File: src/rtl/axi_master_burst_engine_if.sv
// AXI4 bus bundle between the burst engine (master) and a memory/NoC slave.
// User widths are carried for completeness; the engine drives every user output to zero.
interface axi_master_burst_engine_if #(
  parameter int unsigned DATA_W = 64,
  parameter int unsigned ADDR_W = 64,
  parameter int unsigned ID_W   = 4,
  parameter int unsigned USER_W = 1
);
  logic [ID_W-1:0]     aw_id;
  logic [ADDR_W-1:0]   aw_addr;
  logic [7:0]          aw_len;
  logic [2:0]          aw_size;
  logic [1:0]          aw_burst;
  logic                aw_lock;
  logic [3:0]          aw_cache;
  logic [2:0]          aw_prot;
  logic [3:0]          aw_qos;
  logic [3:0]          aw_region;
  logic [USER_W-1:0]   aw_user;
  logic                aw_valid;
  logic                aw_ready;

  logic [DATA_W-1:0]   w_data;
  logic [DATA_W/8-1:0] w_strb;
  logic                w_last;
  logic [USER_W-1:0]   w_user;
  logic                w_valid;
  logic                w_ready;

  logic [ID_W-1:0]     b_id;
  logic [1:0]          b_resp;
  logic [USER_W-1:0]   b_user;
  logic                b_valid;
  logic                b_ready;

  logic [ID_W-1:0]     ar_id;
  logic [ADDR_W-1:0]   ar_addr;
  logic [7:0]          ar_len;
  logic [2:0]          ar_size;
  logic [1:0]          ar_burst;
  logic                ar_lock;
  logic [3:0]          ar_cache;
  logic [2:0]          ar_prot;
  logic [3:0]          ar_qos;
  logic [3:0]          ar_region;
  logic [USER_W-1:0]   ar_user;
  logic                ar_valid;
  logic                ar_ready;

  logic [ID_W-1:0]     r_id;
  logic [DATA_W-1:0]   r_data;
  logic [1:0]          r_resp;
  logic                r_last;
  logic [USER_W-1:0]   r_user;
  logic                r_valid;
  logic                r_ready;

  modport master (
    output aw_id, aw_addr, aw_len, aw_size, aw_burst, aw_lock, aw_cache, aw_prot,
           aw_qos, aw_region, aw_user, aw_valid,
    input  aw_ready,
    output w_data, w_strb, w_last, w_user, w_valid,
    input  w_ready,
    input  b_id, b_resp, b_user, b_valid,
    output b_ready,
    output ar_id, ar_addr, ar_len, ar_size, ar_burst, ar_lock, ar_cache, ar_prot,
           ar_qos, ar_region, ar_user, ar_valid,
    input  ar_ready,
    input  r_id, r_data, r_resp, r_last, r_user, r_valid,
    output r_ready
  );

  modport slave (
    input  aw_id, aw_addr, aw_len, aw_size, aw_burst, aw_lock, aw_cache, aw_prot,
           aw_qos, aw_region, aw_user, aw_valid,
    output aw_ready,
    input  w_data, w_strb, w_last, w_user, w_valid,
    output w_ready,
    output b_id, b_resp, b_user, b_valid,
    input  b_ready,
    input  ar_id, ar_addr, ar_len, ar_size, ar_burst, ar_lock, ar_cache, ar_prot,
           ar_qos, ar_region, ar_user, ar_valid,
    output ar_ready,
    output r_id, r_data, r_resp, r_last, r_user, r_valid,
    input  r_ready
  );
endinterface

File: src/rtl/axi_master_burst_engine.sv
// AXI4 burst master: registered AR/AW slots, pass-through R/W/B streams,
// outstanding-burst limits and a burst-length queue that decouples W from AW.
module axi_master_burst_engine #(
  parameter int unsigned AXI_DATA_WIDTH     = 64,
  parameter int unsigned AXI_ADDR_WIDTH     = 64,
  parameter int unsigned AXI_ID_WIDTH       = 4,
  parameter int unsigned AXI_USER_WIDTH     = 1,
  parameter int unsigned MAX_OUTSTANDING_RD = 4,
  parameter int unsigned MAX_OUTSTANDING_WR = 4,
  parameter logic [1:0]  BURST_TYPE         = 2'b01
) (
  input  logic                        clk,
  input  logic                        rst_n,
  input  logic                        rd_req_valid_i,
  output logic                        rd_req_ready_o,
  input  logic [AXI_ADDR_WIDTH-1:0]   rd_req_addr_i,
  input  logic [7:0]                  rd_req_len_i,
  input  logic [2:0]                  rd_req_size_i,
  input  logic [AXI_ID_WIDTH-1:0]     rd_req_id_i,
  output logic                        rd_data_valid_o,
  input  logic                        rd_data_ready_i,
  output logic [AXI_DATA_WIDTH-1:0]   rd_data_o,
  output logic                        rd_last_o,
  output logic [1:0]                  rd_resp_o,
  output logic [AXI_ID_WIDTH-1:0]     rd_id_o,
  input  logic                        wr_req_valid_i,
  output logic                        wr_req_ready_o,
  input  logic [AXI_ADDR_WIDTH-1:0]   wr_req_addr_i,
  input  logic [7:0]                  wr_req_len_i,
  input  logic [2:0]                  wr_req_size_i,
  input  logic [AXI_ID_WIDTH-1:0]     wr_req_id_i,
  input  logic                        wr_data_valid_i,
  output logic                        wr_data_ready_o,
  input  logic [AXI_DATA_WIDTH-1:0]   wr_data_i,
  input  logic [AXI_DATA_WIDTH/8-1:0] wr_strb_i,
  output logic                        wr_rsp_valid_o,
  input  logic                        wr_rsp_ready_i,
  output logic [1:0]                  wr_rsp_resp_o,
  output logic [AXI_ID_WIDTH-1:0]     wr_rsp_id_o,
  output logic                        err_o,
  input  logic                        err_clr_i,
  output logic                        rd_busy_o,
  output logic                        wr_busy_o,
  axi_master_burst_engine_if.master   axi
);
  localparam int unsigned RD_CW = $clog2(MAX_OUTSTANDING_RD + 1);
  localparam int unsigned WR_CW = $clog2(MAX_OUTSTANDING_WR + 1);
  localparam int unsigned QD    = MAX_OUTSTANDING_WR;
  localparam int unsigned QPW   = (QD > 1) ? $clog2(QD) : 1;
  localparam int unsigned QCW   = $clog2(QD + 1);

  logic                      init_q;
  logic                      ar_valid_q, ar_valid_d, aw_valid_q, aw_valid_d;
  logic [AXI_ADDR_WIDTH-1:0] ar_addr_q, aw_addr_q;
  logic [7:0]                ar_len_q, aw_len_q;
  logic [2:0]                ar_size_q, aw_size_q;
  logic [AXI_ID_WIDTH-1:0]   ar_id_q, aw_id_q;
  logic [RD_CW-1:0]          rd_outst_q, rd_outst_d;
  logic [WR_CW-1:0]          wr_outst_q, wr_outst_d;
  logic [7:0]                len_mem_q [QD];
  logic [QPW-1:0]            wptr_q, wptr_d, rptr_q, rptr_d;
  logic [QCW-1:0]            qcnt_q, qcnt_d;
  logic [7:0]                beat_cnt_q, beat_cnt_d;
  logic                      err_q, err_d;
  logic rd_accept, wr_accept, ar_hs, aw_hs, r_hs, w_hs, b_hs;
  logic rd_dec, wr_dec, q_empty, q_full, q_push, q_pop, w_last, err_set;
  logic unused_user;

  function automatic logic [QPW-1:0] ptr_inc(input logic [QPW-1:0] p);
    return (p == QPW'(QD - 1)) ? '0 : p + QPW'(1);
  endfunction

  assign q_empty = (qcnt_q == '0);
  assign q_full  = (qcnt_q == QCW'(QD));

  // init_q keeps the request readies low until the first edge after reset release
  assign rd_req_ready_o = init_q && !ar_valid_q && (rd_outst_q < RD_CW'(MAX_OUTSTANDING_RD));
  assign wr_req_ready_o = init_q && !aw_valid_q && (wr_outst_q < WR_CW'(MAX_OUTSTANDING_WR)) && !q_full;

  assign rd_accept = rd_req_valid_i && rd_req_ready_o;
  assign wr_accept = wr_req_valid_i && wr_req_ready_o;
  assign ar_hs     = ar_valid_q && axi.ar_ready;
  assign aw_hs     = aw_valid_q && axi.aw_ready;
  assign r_hs      = axi.r_valid && rd_data_ready_i;
  assign w_hs      = wr_data_valid_i && axi.w_ready && !q_empty;
  assign b_hs      = axi.b_valid && wr_rsp_ready_i;
  assign w_last    = (beat_cnt_q == len_mem_q[rptr_q]);
  assign rd_dec    = r_hs && axi.r_last && (rd_outst_q != '0);
  assign wr_dec    = b_hs && (wr_outst_q != '0);
  assign q_push    = wr_accept;
  assign q_pop     = w_hs && w_last;
  assign err_set   = (r_hs && (axi.r_resp != 2'b00)) ||
                     (b_hs && ((axi.b_resp != 2'b00) || (wr_outst_q == '0)));

  assign axi.ar_valid  = ar_valid_q;
  assign axi.ar_addr   = ar_addr_q;
  assign axi.ar_len    = ar_len_q;
  assign axi.ar_size   = ar_size_q;
  assign axi.ar_id     = ar_id_q;
  assign axi.ar_burst  = BURST_TYPE;
  assign axi.ar_lock   = 1'b0;
  assign axi.ar_cache  = '0;
  assign axi.ar_prot   = '0;
  assign axi.ar_qos    = '0;
  assign axi.ar_region = '0;
  assign axi.ar_user   = '0;
  assign axi.aw_valid  = aw_valid_q;
  assign axi.aw_addr   = aw_addr_q;
  assign axi.aw_len    = aw_len_q;
  assign axi.aw_size   = aw_size_q;
  assign axi.aw_id     = aw_id_q;
  assign axi.aw_burst  = BURST_TYPE;
  assign axi.aw_lock   = 1'b0;
  assign axi.aw_cache  = '0;
  assign axi.aw_prot   = '0;
  assign axi.aw_qos    = '0;
  assign axi.aw_region = '0;
  assign axi.aw_user   = '0;

  assign rd_data_valid_o = axi.r_valid;
  assign axi.r_ready     = rd_data_ready_i;
  assign rd_data_o       = axi.r_data;
  assign rd_last_o       = axi.r_last;
  assign rd_resp_o       = axi.r_resp;
  assign rd_id_o         = axi.r_id;

  // W beats only flow while a burst length is queued; they may run ahead of AW
  assign axi.w_valid     = wr_data_valid_i && !q_empty;
  assign wr_data_ready_o = axi.w_ready && !q_empty;
  assign axi.w_data      = wr_data_i;
  assign axi.w_strb      = wr_strb_i;
  assign axi.w_last      = w_last;
  assign axi.w_user      = '0;

  assign wr_rsp_valid_o = axi.b_valid;
  assign axi.b_ready    = wr_rsp_ready_i;
  assign wr_rsp_resp_o  = axi.b_resp;
  assign wr_rsp_id_o    = axi.b_id;

  assign err_o       = err_q;
  assign rd_busy_o   = (rd_outst_q != '0);
  assign wr_busy_o   = (wr_outst_q != '0);
  assign unused_user = ^{axi.b_user, axi.r_user};

  always_comb begin
    ar_valid_d = ar_valid_q;
    aw_valid_d = aw_valid_q;
    rd_outst_d = rd_outst_q;
    wr_outst_d = wr_outst_q;
    wptr_d     = wptr_q;
    rptr_d     = rptr_q;
    qcnt_d     = qcnt_q;
    beat_cnt_d = beat_cnt_q;
    err_d      = err_q;

    if (rd_accept)   ar_valid_d = 1'b1;
    else if (ar_hs)  ar_valid_d = 1'b0;
    if (wr_accept)   aw_valid_d = 1'b1;
    else if (aw_hs)  aw_valid_d = 1'b0;

    if (rd_accept && !rd_dec)      rd_outst_d = rd_outst_q + RD_CW'(1);
    else if (!rd_accept && rd_dec) rd_outst_d = rd_outst_q - RD_CW'(1);
    if (wr_accept && !wr_dec)      wr_outst_d = wr_outst_q + WR_CW'(1);
    else if (!wr_accept && wr_dec) wr_outst_d = wr_outst_q - WR_CW'(1);

    if (q_push) wptr_d = ptr_inc(wptr_q);
    if (q_pop)  rptr_d = ptr_inc(rptr_q);
    if (q_push && !q_pop)      qcnt_d = qcnt_q + QCW'(1);
    else if (!q_push && q_pop) qcnt_d = qcnt_q - QCW'(1);

    if (w_hs) beat_cnt_d = w_last ? 8'd0 : beat_cnt_q + 8'd1;

    if (err_clr_i)    err_d = 1'b0;
    else if (err_set) err_d = 1'b1;
  end

  always_ff @(posedge clk or negedge rst_n) begin
    if (!rst_n) begin
      init_q     <= 1'b0;
      ar_valid_q <= 1'b0;
      aw_valid_q <= 1'b0;
      rd_outst_q <= '0;
      wr_outst_q <= '0;
      wptr_q     <= '0;
      rptr_q     <= '0;
      qcnt_q     <= '0;
      beat_cnt_q <= '0;
      err_q      <= 1'b0;
    end else begin
      init_q     <= 1'b1;
      ar_valid_q <= ar_valid_d;
      aw_valid_q <= aw_valid_d;
      rd_outst_q <= rd_outst_d;
      wr_outst_q <= wr_outst_d;
      wptr_q     <= wptr_d;
      rptr_q     <= rptr_d;
      qcnt_q     <= qcnt_d;
      beat_cnt_q <= beat_cnt_d;
      err_q      <= err_d;
    end
  end

  always_ff @(posedge clk or negedge rst_n) begin
    if (!rst_n) begin
      ar_addr_q <= '0;
      ar_len_q  <= '0;
      ar_size_q <= '0;
      ar_id_q   <= '0;
      aw_addr_q <= '0;
      aw_len_q  <= '0;
      aw_size_q <= '0;
      aw_id_q   <= '0;
    end else begin
      if (rd_accept) begin
        ar_addr_q <= rd_req_addr_i;
        ar_len_q  <= rd_req_len_i;
        ar_size_q <= rd_req_size_i;
        ar_id_q   <= rd_req_id_i;
      end
      if (wr_accept) begin
        aw_addr_q <= wr_req_addr_i;
        aw_len_q  <= wr_req_len_i;
        aw_size_q <= wr_req_size_i;
        aw_id_q   <= wr_req_id_i;
      end
    end
  end

  always_ff @(posedge clk) begin
    if (q_push) len_mem_q[wptr_q] <= wr_req_len_i;
  end
endmodule

File: src/flat_wrapper.sv
// flat-port wrapper written by rule: the top's interface ports become plain ports
module axi_master_burst_engine_flat 
#(
  parameter int unsigned AXI_DATA_WIDTH     = 64,
  parameter int unsigned AXI_ADDR_WIDTH     = 64,
  parameter int unsigned AXI_ID_WIDTH       = 4,
  parameter int unsigned AXI_USER_WIDTH     = 1,
  parameter int unsigned MAX_OUTSTANDING_RD = 4,
  parameter int unsigned MAX_OUTSTANDING_WR = 4,
  parameter logic [1:0]  BURST_TYPE         = 2'b01
)
  (clk, rst_n, rd_req_valid_i, rd_req_ready_o, rd_req_addr_i, rd_req_len_i, rd_req_size_i, rd_req_id_i, rd_data_valid_o, rd_data_ready_i, rd_data_o, rd_last_o, rd_resp_o, rd_id_o, wr_req_valid_i, wr_req_ready_o, wr_req_addr_i, wr_req_len_i, wr_req_size_i, wr_req_id_i, wr_data_valid_i, wr_data_ready_o, wr_data_i, wr_strb_i, wr_rsp_valid_o, wr_rsp_ready_i, wr_rsp_resp_o, wr_rsp_id_o, err_o, err_clr_i, rd_busy_o, wr_busy_o, axi_aw_id, axi_aw_addr, axi_aw_len, axi_aw_size, axi_aw_burst, axi_aw_lock, axi_aw_cache, axi_aw_prot, axi_aw_qos, axi_aw_region, axi_aw_user, axi_aw_valid, axi_aw_ready, axi_w_data, axi_w_strb, axi_w_last, axi_w_user, axi_w_valid, axi_w_ready, axi_b_id, axi_b_resp, axi_b_user, axi_b_valid, axi_b_ready, axi_ar_id, axi_ar_addr, axi_ar_len, axi_ar_size, axi_ar_burst, axi_ar_lock, axi_ar_cache, axi_ar_prot, axi_ar_qos, axi_ar_region, axi_ar_user, axi_ar_valid, axi_ar_ready, axi_r_id, axi_r_data, axi_r_resp, axi_r_last, axi_r_user, axi_r_valid, axi_r_ready);
  axi_master_burst_engine_if #(.DATA_W((64)), .ADDR_W((64)), .ID_W((4)), .USER_W((1))) axi_i ();
  input  logic clk;
  input  logic rst_n;
  input  logic rd_req_valid_i;
  output logic rd_req_ready_o;
  input  logic [AXI_ADDR_WIDTH-1:0] rd_req_addr_i;
  input  logic [7:0] rd_req_len_i;
  input  logic [2:0] rd_req_size_i;
  input  logic [AXI_ID_WIDTH-1:0] rd_req_id_i;
  output logic rd_data_valid_o;
  input  logic rd_data_ready_i;
  output logic [AXI_DATA_WIDTH-1:0] rd_data_o;
  output logic rd_last_o;
  output logic [1:0] rd_resp_o;
  output logic [AXI_ID_WIDTH-1:0] rd_id_o;
  input  logic wr_req_valid_i;
  output logic wr_req_ready_o;
  input  logic [AXI_ADDR_WIDTH-1:0] wr_req_addr_i;
  input  logic [7:0] wr_req_len_i;
  input  logic [2:0] wr_req_size_i;
  input  logic [AXI_ID_WIDTH-1:0] wr_req_id_i;
  input  logic wr_data_valid_i;
  output logic wr_data_ready_o;
  input  logic [AXI_DATA_WIDTH-1:0] wr_data_i;
  input  logic [AXI_DATA_WIDTH/8-1:0] wr_strb_i;
  output logic wr_rsp_valid_o;
  input  logic wr_rsp_ready_i;
  output logic [1:0] wr_rsp_resp_o;
  output logic [AXI_ID_WIDTH-1:0] wr_rsp_id_o;
  output logic err_o;
  input  logic err_clr_i;
  output logic rd_busy_o;
  output logic wr_busy_o;
  output wire logic [$bits(axi_i.aw_id)-1:0] axi_aw_id;
  output wire logic [$bits(axi_i.aw_addr)-1:0] axi_aw_addr;
  output wire logic [$bits(axi_i.aw_len)-1:0] axi_aw_len;
  output wire logic [$bits(axi_i.aw_size)-1:0] axi_aw_size;
  output wire logic [$bits(axi_i.aw_burst)-1:0] axi_aw_burst;
  output wire logic [$bits(axi_i.aw_lock)-1:0] axi_aw_lock;
  output wire logic [$bits(axi_i.aw_cache)-1:0] axi_aw_cache;
  output wire logic [$bits(axi_i.aw_prot)-1:0] axi_aw_prot;
  output wire logic [$bits(axi_i.aw_qos)-1:0] axi_aw_qos;
  output wire logic [$bits(axi_i.aw_region)-1:0] axi_aw_region;
  output wire logic [$bits(axi_i.aw_user)-1:0] axi_aw_user;
  output wire logic [$bits(axi_i.aw_valid)-1:0] axi_aw_valid;
  input wire logic [$bits(axi_i.aw_ready)-1:0] axi_aw_ready;
  output wire logic [$bits(axi_i.w_data)-1:0] axi_w_data;
  output wire logic [$bits(axi_i.w_strb)-1:0] axi_w_strb;
  output wire logic [$bits(axi_i.w_last)-1:0] axi_w_last;
  output wire logic [$bits(axi_i.w_user)-1:0] axi_w_user;
  output wire logic [$bits(axi_i.w_valid)-1:0] axi_w_valid;
  input wire logic [$bits(axi_i.w_ready)-1:0] axi_w_ready;
  input wire logic [$bits(axi_i.b_id)-1:0] axi_b_id;
  input wire logic [$bits(axi_i.b_resp)-1:0] axi_b_resp;
  input wire logic [$bits(axi_i.b_user)-1:0] axi_b_user;
  input wire logic [$bits(axi_i.b_valid)-1:0] axi_b_valid;
  output wire logic [$bits(axi_i.b_ready)-1:0] axi_b_ready;
  output wire logic [$bits(axi_i.ar_id)-1:0] axi_ar_id;
  output wire logic [$bits(axi_i.ar_addr)-1:0] axi_ar_addr;
  output wire logic [$bits(axi_i.ar_len)-1:0] axi_ar_len;
  output wire logic [$bits(axi_i.ar_size)-1:0] axi_ar_size;
  output wire logic [$bits(axi_i.ar_burst)-1:0] axi_ar_burst;
  output wire logic [$bits(axi_i.ar_lock)-1:0] axi_ar_lock;
  output wire logic [$bits(axi_i.ar_cache)-1:0] axi_ar_cache;
  output wire logic [$bits(axi_i.ar_prot)-1:0] axi_ar_prot;
  output wire logic [$bits(axi_i.ar_qos)-1:0] axi_ar_qos;
  output wire logic [$bits(axi_i.ar_region)-1:0] axi_ar_region;
  output wire logic [$bits(axi_i.ar_user)-1:0] axi_ar_user;
  output wire logic [$bits(axi_i.ar_valid)-1:0] axi_ar_valid;
  input wire logic [$bits(axi_i.ar_ready)-1:0] axi_ar_ready;
  input wire logic [$bits(axi_i.r_id)-1:0] axi_r_id;
  input wire logic [$bits(axi_i.r_data)-1:0] axi_r_data;
  input wire logic [$bits(axi_i.r_resp)-1:0] axi_r_resp;
  input wire logic [$bits(axi_i.r_last)-1:0] axi_r_last;
  input wire logic [$bits(axi_i.r_user)-1:0] axi_r_user;
  input wire logic [$bits(axi_i.r_valid)-1:0] axi_r_valid;
  output wire logic [$bits(axi_i.r_ready)-1:0] axi_r_ready;
  assign axi_aw_id = axi_i.aw_id;
  assign axi_aw_addr = axi_i.aw_addr;
  assign axi_aw_len = axi_i.aw_len;
  assign axi_aw_size = axi_i.aw_size;
  assign axi_aw_burst = axi_i.aw_burst;
  assign axi_aw_lock = axi_i.aw_lock;
  assign axi_aw_cache = axi_i.aw_cache;
  assign axi_aw_prot = axi_i.aw_prot;
  assign axi_aw_qos = axi_i.aw_qos;
  assign axi_aw_region = axi_i.aw_region;
  assign axi_aw_user = axi_i.aw_user;
  assign axi_aw_valid = axi_i.aw_valid;
  assign axi_i.aw_ready = axi_aw_ready;
  assign axi_w_data = axi_i.w_data;
  assign axi_w_strb = axi_i.w_strb;
  assign axi_w_last = axi_i.w_last;
  assign axi_w_user = axi_i.w_user;
  assign axi_w_valid = axi_i.w_valid;
  assign axi_i.w_ready = axi_w_ready;
  assign axi_i.b_id = axi_b_id;
  assign axi_i.b_resp = axi_b_resp;
  assign axi_i.b_user = axi_b_user;
  assign axi_i.b_valid = axi_b_valid;
  assign axi_b_ready = axi_i.b_ready;
  assign axi_ar_id = axi_i.ar_id;
  assign axi_ar_addr = axi_i.ar_addr;
  assign axi_ar_len = axi_i.ar_len;
  assign axi_ar_size = axi_i.ar_size;
  assign axi_ar_burst = axi_i.ar_burst;
  assign axi_ar_lock = axi_i.ar_lock;
  assign axi_ar_cache = axi_i.ar_cache;
  assign axi_ar_prot = axi_i.ar_prot;
  assign axi_ar_qos = axi_i.ar_qos;
  assign axi_ar_region = axi_i.ar_region;
  assign axi_ar_user = axi_i.ar_user;
  assign axi_ar_valid = axi_i.ar_valid;
  assign axi_i.ar_ready = axi_ar_ready;
  assign axi_i.r_id = axi_r_id;
  assign axi_i.r_data = axi_r_data;
  assign axi_i.r_resp = axi_r_resp;
  assign axi_i.r_last = axi_r_last;
  assign axi_i.r_user = axi_r_user;
  assign axi_i.r_valid = axi_r_valid;
  assign axi_r_ready = axi_i.r_ready;
  axi_master_burst_engine #(.AXI_DATA_WIDTH(AXI_DATA_WIDTH), .AXI_ADDR_WIDTH(AXI_ADDR_WIDTH), .AXI_ID_WIDTH(AXI_ID_WIDTH), .AXI_USER_WIDTH(AXI_USER_WIDTH), .MAX_OUTSTANDING_RD(MAX_OUTSTANDING_RD), .MAX_OUTSTANDING_WR(MAX_OUTSTANDING_WR), .BURST_TYPE(BURST_TYPE)) u_core (.clk(clk), .rst_n(rst_n), .rd_req_valid_i(rd_req_valid_i), .rd_req_ready_o(rd_req_ready_o), .rd_req_addr_i(rd_req_addr_i), .rd_req_len_i(rd_req_len_i), .rd_req_size_i(rd_req_size_i), .rd_req_id_i(rd_req_id_i), .rd_data_valid_o(rd_data_valid_o), .rd_data_ready_i(rd_data_ready_i), .rd_data_o(rd_data_o), .rd_last_o(rd_last_o), .rd_resp_o(rd_resp_o), .rd_id_o(rd_id_o), .wr_req_valid_i(wr_req_valid_i), .wr_req_ready_o(wr_req_ready_o), .wr_req_addr_i(wr_req_addr_i), .wr_req_len_i(wr_req_len_i), .wr_req_size_i(wr_req_size_i), .wr_req_id_i(wr_req_id_i), .wr_data_valid_i(wr_data_valid_i), .wr_data_ready_o(wr_data_ready_o), .wr_data_i(wr_data_i), .wr_strb_i(wr_strb_i), .wr_rsp_valid_o(wr_rsp_valid_o), .wr_rsp_ready_i(wr_rsp_ready_i), .wr_rsp_resp_o(wr_rsp_resp_o), .wr_rsp_id_o(wr_rsp_id_o), .err_o(err_o), .err_clr_i(err_clr_i), .rd_busy_o(rd_busy_o), .wr_busy_o(wr_busy_o), .axi(axi_i));
endmodule
File: config.mk
export PLATFORM = sky130hd
export DESIGN_NAME = axi_master_burst_engine_flat
export DESIGN_NICKNAME = d
export VERILOG_FILES = /design/src/rtl/axi_master_burst_engine_if.sv /design/src/rtl/axi_master_burst_engine.sv /design/src/flat_wrapper.sv
export SDC_FILE = /design/constraint.sdc
export NUM_CORES = 1
export LEC_CHECK = 0
export ABC_AREA = 1
export CAP_MARGIN = 25
export CORE_AREA = 2 2 265 267
export CTS_BUF_LIST = sky130_fd_sc_hd__clkbuf_16
export DETAILED_ROUTE_END_ITERATION = 10
export DIE_AREA = 0 0 267 269
export PLACE_DENSITY = 0.38
export SLEW_MARGIN = 20
export SYNTH_ARGS = -nofsm -noshare
export SYNTH_HDL_FRONTEND = slang
export SYNTH_SLANG_ARGS = --single-unit
File: constraint.sdc
create_clock -name clk -period 3 [get_ports clk]
set_input_delay 0.45 -clock clk [delete_from_list [all_inputs] [get_ports clk]]
set_output_delay 0.45 -clock clk [all_outputs]
set_load 0.01 [all_outputs]
Word level (Yosys, flattened, before mapping)
Memories as Yosys holds them, arrays and structs flattened.
Cells that the tools add are included.

storage, ports and cells
  flip-flop bits (word level) = 183
  bits in writable memories = 32
  bits of input ports = 322
  output and inout port bits = 360
  word-level logic and storage cells = 101
  memories = 1

operators by class
  add/subtract/negate cells = 9
  order comparisons = 2
  eq/ne operators = 4
  muxes and demuxes = 17
  reductions and logical operators = 50

memory list
  memory            depth  width  rd ports  clocked after memory_dff  write ports  line                           RTL
  u_core.len_mem_q  4      8      1         0                         1            axi_master_burst_engine.sv:60  logic [7:0] len_mem_q [QD];

operators by type and width
  cell                                               count
  logical AND 1 bit                                  27
  two-way mux 3 bit                                  6
  nonzero test 2 bit                                 8
  adder 3 x 1 -> 3 bit, second input constant        3
  zero test 1 bit                                    9
  subtractor 3 x 1 -> 3 bit, second input constant   3
  adder 8 x 1 -> 8 bit, second input constant        1
  equality test 8 bit                                1
  two-way mux 1 bit                                  8
  two-way mux 8 bit                                  1
  zero test 3 bit                                    2
  less-than comparator 3 bit, second input constant  2
  nonzero test 3 bit                                 2
  adder 2 x 1 -> 2 bit, second input constant        2
  equality test 2 bit, second input constant         2
  two-way mux 2 bit                                  2
  equality test 3 bit, second input constant         1
  logical OR 1 bit                                   2

Logic depth before layout (Yosys ltp)
  depth in word-level cells = 9
  mapped depth = 17
  depth with buffers taken out = 16

Worst setup path after synthesis
No wires, ideal clock.

  path type = register to register
  from = register u_core.ar_valid_q, in the netlist u_core.axi.ar_valid
  to = register u_core.rd_outst_q[2]
  setup time = 0.131 ns
  arrival time = 2.290 ns
  required time = 2.869 ns
  setup slack = 0.579 ns
  cell stages (with the launch flop) = 11
  clock period less this slack = 2.421 ns
  cells stage by stage = dfrtp_1 > nor3_1 > nand2_1 > inv_2 > buf_2 > ha_1 > inv_1 > fa_1 > a21oi_1 > o21ai_0 > xor2_1

on the way
  word-level cells in the longest chain between the ends = 7

ends and longest elaborated chain
  element                           line                            RTL
  start: declaration                axi_master_burst_engine.sv:53   logic ar_valid_q, ar_valid_d, aw_valid_q, aw_valid_d;
  start signal: assignment          axi_master_burst_engine.sv:191  ar_valid_q <= ar_valid_d;
  zero test 1 bit *                 axi_master_burst_engine.sv:77   assign rd_req_ready_o = init_q && !ar_valid_q && (rd_outst_q < RD_CW'(MAX_OUTSTANDING_RD));
  logical AND 1 bit * (2 in a row)  axi_master_burst_engine.sv:77
  via rd_req_ready_o                flat_wrapper.sv:17              output logic rd_req_ready_o;
  logical AND 1 bit *               axi_master_burst_engine.sv:80   assign rd_accept = rd_req_valid_i && rd_req_ready_o;
  zero test 1 bit                   axi_master_burst_engine.sv:162  else if (!rd_accept && rd_dec) rd_outst_d = rd_outst_q - RD_CW'(1);
  logical AND 1 bit                 axi_master_burst_engine.sv:162
  nonzero test 2 bit (no line)      n/a
  end signal: assignment            axi_master_burst_engine.sv:193  rd_outst_q <= rd_outst_d;
  end: declaration                  axi_master_burst_engine.sv:58   logic [RD_CW-1:0] rd_outst_q, rd_outst_d;

Mark *: on every way through the listed nets, which the timed path passes. The rest lies on a longest branch.
A chain may end at the register's enable or synchronous reset.

Worst setup path in the final report
  from = register u_core.rptr_q[0]
  to = output axi_w_last

on the way
  word-level cells in the longest chain between the ends = 2

ends and longest elaborated chain
  element                   line                            RTL
  start: declaration        axi_master_burst_engine.sv:61   logic [QPW-1:0] wptr_q, wptr_d, rptr_q, rptr_d;
  start signal: assignment  axi_master_burst_engine.sv:196  rptr_q <= rptr_d;
  memory read (4 x 8 bit)   n/a
  equality test 8 bit       axi_master_burst_engine.sv:87   assign w_last = (beat_cnt_q == len_mem_q[rptr_q]);
  end: declaration          flat_wrapper.sv:61              output wire logic [$bits(axi_i.w_last)-1:0] axi_w_last;

Every way passes these cells.

==> key figures <==
Power
  – Peak supply drop: approximately 0.48 mV
  – Proportion of power drawn by flip-flops and latches: a little under two fifths
  – Fraction of power spent switching nets: around 34%
  – Clk pwr share: ~24%
  – Internal Pwr Total: between 8 and 9 mW
  – Design Power: about 13 mW
  – Cell leakage power: roughly 6.7 nW
  – Switching power total: about 4.6 mW
  – Relative contribution of combinational cells to total power: 39.0%
  – PwrDens: 917 mW/mm²

STA
  – Number of hold violations in the final report: 0
  – Total negative setup slack: 0 ns
  – Post-route clock skew: approximately 0.014 ns
  – Pin slew with the least headroom to its limit: between 0.6 and 0.7 ns
  – Relative max-transition margin: between 50% and 60%
  – Unrepaired setup endpoints after global routing: no
  – Final count of negative-setup-slack endpoints: 0
  – Final worst path period share: 90.1%
  – Max-slew violation count: 0
  – Minimum clock period: approximately 2.7 ns
  – Highest attainable clock frequency: 0.370 GHz

Clocking
  – CTS tree: built
  – Clock edge transition at the registers on the reported setup and hold paths: 0.06 ns
  – Root cell of the clock tree: clkbuf_16
  – Largest buffer count on any clock path: 3
  – Num CTS Buffers: 29
  – CTS H-Tree Depth: 1
  – Later-pin clock latency in the skew report: a little under 0.6 ns
  – Clock sink count: around 220

Status
  – Result of the run: complete, no violations

Layout
  – Most frequent cells in the layout: nand2_1 (559), clkdlybuf4s50_1 (350), dfrtp_1 (182), inv_1 (49), conb_1 (40)
  – Synth-to-Final Area Change: 42.9%
  – Post-route non-filler standard cell count: ~2300
  – Ratio of cells with drive above 1 in the final layout: under 10%
  – Number of antenna diodes: 0
  – Nets: roughly 1700
  – Most common cell after layout, fill and taps aside: nand2_1

Worst setup path
  – Most common cell type on the critical path: nand2_1
  – Worst endpoint required time: roughly 2.6 ns
  – Kind of start point of the critical path: register
  – Top fanout value on the critical path: 8
  – Path type of the worst setup path: reg2out
  – Worst-path cell chain: clkinvlp_4 > nand2_1 > nand3_1 > nand2_1 > nand2_1 > nand2_1 > nand2_1 > nor2_4 > nand2_1 > inv_1 > dlygate4sd2_1
  – Peak per-stage delay on the critical path: about 0.42 ns
  – CP endpoint kind: output pin
  – Master of the slowest instance on the critical path: dfrtp_2
  – Critical Path AT: about 2.3 ns

Routing
  – Vias post-DR: ~7800
  – Remaining antenna violation count after routing: 0
  – Drt via density: 3.33
  – First-pass iteration count of the detailed router: 5
  – Number of DRC violations after detailed routing: 0
  – Wirelength per Cell: about 15 µm
  – Initial drt markers: 279
  – Overall routed net length: between 30000 and 40000 µm

Global route
  – Antenna violations before repair: 0
  – Remaining global-route overflow: 0
  – Overall global routing resource usage: a little under a tenth
  – First-pass GRT wire length: 50700 µm
  – Maximum number of pins on one net before global-route repair: 84
  – Number of global-route vias before repair: a little over 8000

Logic synthesis
  – Share of the yosys chip area belonging to registers: between 50% and 60%
  – Area of the mapped netlist: between 0.01 and 0.015 mm²
  – Yosys top cell area share: approximately 45%
  – Library cells used by synthesis: 32
  – Post-synthesis register bit count: roughly 220
  – EDFF count, synth: 32
  – Cell types occupying the most area after synthesis: dfrtp_1 (45%), nand2_1 (21%), buf_4 (14%), edfxtp_1 (9.4%), inv_1 (1.6%)
  – YS warnings: 0
  – Synth Area per Inst: 8.79 µm²
  – Cells after Synth: roughly 1200
  – Cell accounting for the most synthesized area: dfrtp_1
  – Top FF cell, synth: dfrtp_1
  – Share of synthesized flip-flops with an asynchronous set or reset: between 80% and 90%

Floorplan
  – Number of placement rows: between 90 and 100
  – Starting Density: 14.7%
  – Horiz. Die Dim: 267 µm
  – Num ports: 682
  – Core area: between 0.06 and 0.07 mm²
  – Die height: around 270 µm
  – Area of the die: between 0.07 and 0.08 mm²

Hold path
  – Hold Path Class: in2reg

Job
  – Max-cap violation count: 0

Placement
  – Placer Congestion: 0.738
  – Number of placed instances with taps included: 2278
  – Post-detailed-placement half-perimeter wirelength: between 20000 and 25000 µm
  – Count of port buffers added during placement: between 300 and 400
==> final timing paths <==
| check | endpoint | start | cells past startpoint | slack (ns) |
|---|---|---|---|---|
| max | axi_w_last | u_core.rptr_q[0] | 11 | 0.30 |
| min | u_core.err_o | err_clr_i | 2 | 0.40 |
| max reg2reg | u_core.qcnt_q[2] | u_core.rptr_q[1] | 16 | 0.43 |
| min reg2reg | u_core.axi.aw_addr[56] | u_core.axi.aw_addr[56] | 2 | 0.47 |
| max in group asynchronous | u_core.axi.aw_addr[51] | rst_n | 3 | 1.83 |
| min in group asynchronous | u_core.axi.ar_len[0] | rst_n | 2 | 0.49 |
==> synth_stat cells (all sizes together) (3+ instances only) <==
| cell | instances |
|---|---|
| inv | 48 |
| o21ai | 9 |
| clkbuf | 11 |
| nand4 | 3 |
| ha | 9 |
| xnor2 | 4 |
| edfxtp | 32 |
| nand2 | 565 |
| fa | 3 |
| buf | 219 |
| nor2 | 13 |
| nor3 | 5 |
| dfrtp | 183 |
| nand3 | 34 |
| xor2 | 4 |
| a21oi | 5 |
==> critical path: cells and delay by family (launching register included) <==
| kind | cells | cell delay [ns] |
|---|---|---|
| DFF | 1 | 0.42 |
| buffers and inverters | 3 | 0.55 |
| and+or+nand+nor | 8 | 0.70 |
==> power groups by stage <==
stage | clock network, mW | registers, mW | logic, mW
after floorplan | 0 | 5.32 | 1.92
after detailed placement | 0 | 4.91 | 5.29
after CTS | 3.43 | 4.93 | 5.32
after global placement | 0 | 4.91 | 5.28
final | 3.22 | 4.91 | 5.20
after global routing | 3.52 | 5.08 | 5.78
==> per-layer routing <==
metal  vias to the layer above  track usage [%]  part of all wire (%)
met1                      3574             10.2                    38
met2                       384             14.3                    44
li1                       3736                -                     -
met5                         -                0                     0
met3                        85             5.30                    13
met4                         0             4.16                   4.7
==> kinds of logic after synthesis <==
group,after synthesis,share of synthesized area (%)
AND/OR/NAND/NOR,621,24.0
buffers and inverters,280,17.9
flip-flops,215,54.5
AO/OA/AOI/OAI,17,0.910
adder cells (fa/ha/maj),12,1.70
XOR/XNOR,8,0.689
other,2,0.0738
multiplexers,2,0.221
==> final cells by class <==
| type | instances | area (µm²) |
|---|---|---|
| fillers | 7601 | 54800 |
| flip-flops and latches | 215 | 5540 |
| repair buffers | 377 | 3790 |
| multi-input cells | 700 | 2960 |
| well taps | 940 | 1180 |
| clock buffers | 29 | 726 |
| inverters | 50 | 194 |
| clock inverters | 23 | 136 |
| repair inverters | 1 | 7.51 |
==> what timing repair did <==
item | in CTS | in global routing
hold buffers | 1 | 0
setup endpoints to repair | 1 | 0
hold endpoints to repair | 67 | 0
resized for setup | 4 | 0
setup buffers | 3 | 0
==> state kept, by name, indices dropped and copies added, names as in the netlist <==
signal,count
u_core.rd_outst_q,3
u_core.err_o,1
u_core.axi.aw_id,4
u_core.axi.ar_id,4
u_core.axi.aw_valid,1
u_core.axi.aw_size,3
u_core.beat_cnt_q,8
u_core.axi.ar_valid,1
u_core.axi.aw_addr,64
u_core.init_q,1
u_core.axi.ar_len,8
u_core.wr_outst_q,3
u_core.wptr_q,2
u_core.axi.ar_addr,64
u_core.axi.ar_size,3
u_core.rptr_q,2
u_core.axi.aw_len,8
u_core.len_mem_q,32
u_core.qcnt_q,3
==> through the flow <==
| step | cell area [µm²] | hold slack, ns | worst slack (ns) | util, % |
|---|---|---|---|---|
| floorplan | 10300 | 0.154 | 0.579 | - |
| global placement | 13600 | 0.460 | 0.443 | 19.7 |
| detailed placement | 13600 | 0.464 | 0.424 | 19.7 |
| CTS | 14500 | 0.350 | 0.184 | 21.0 |
| global route | 14500 | 0.367 | 0.0650 | 21.0 |
| finish | 14500 | 0.398 | 0.298 | 21.0 |
(Power assumes the default switching activity.)
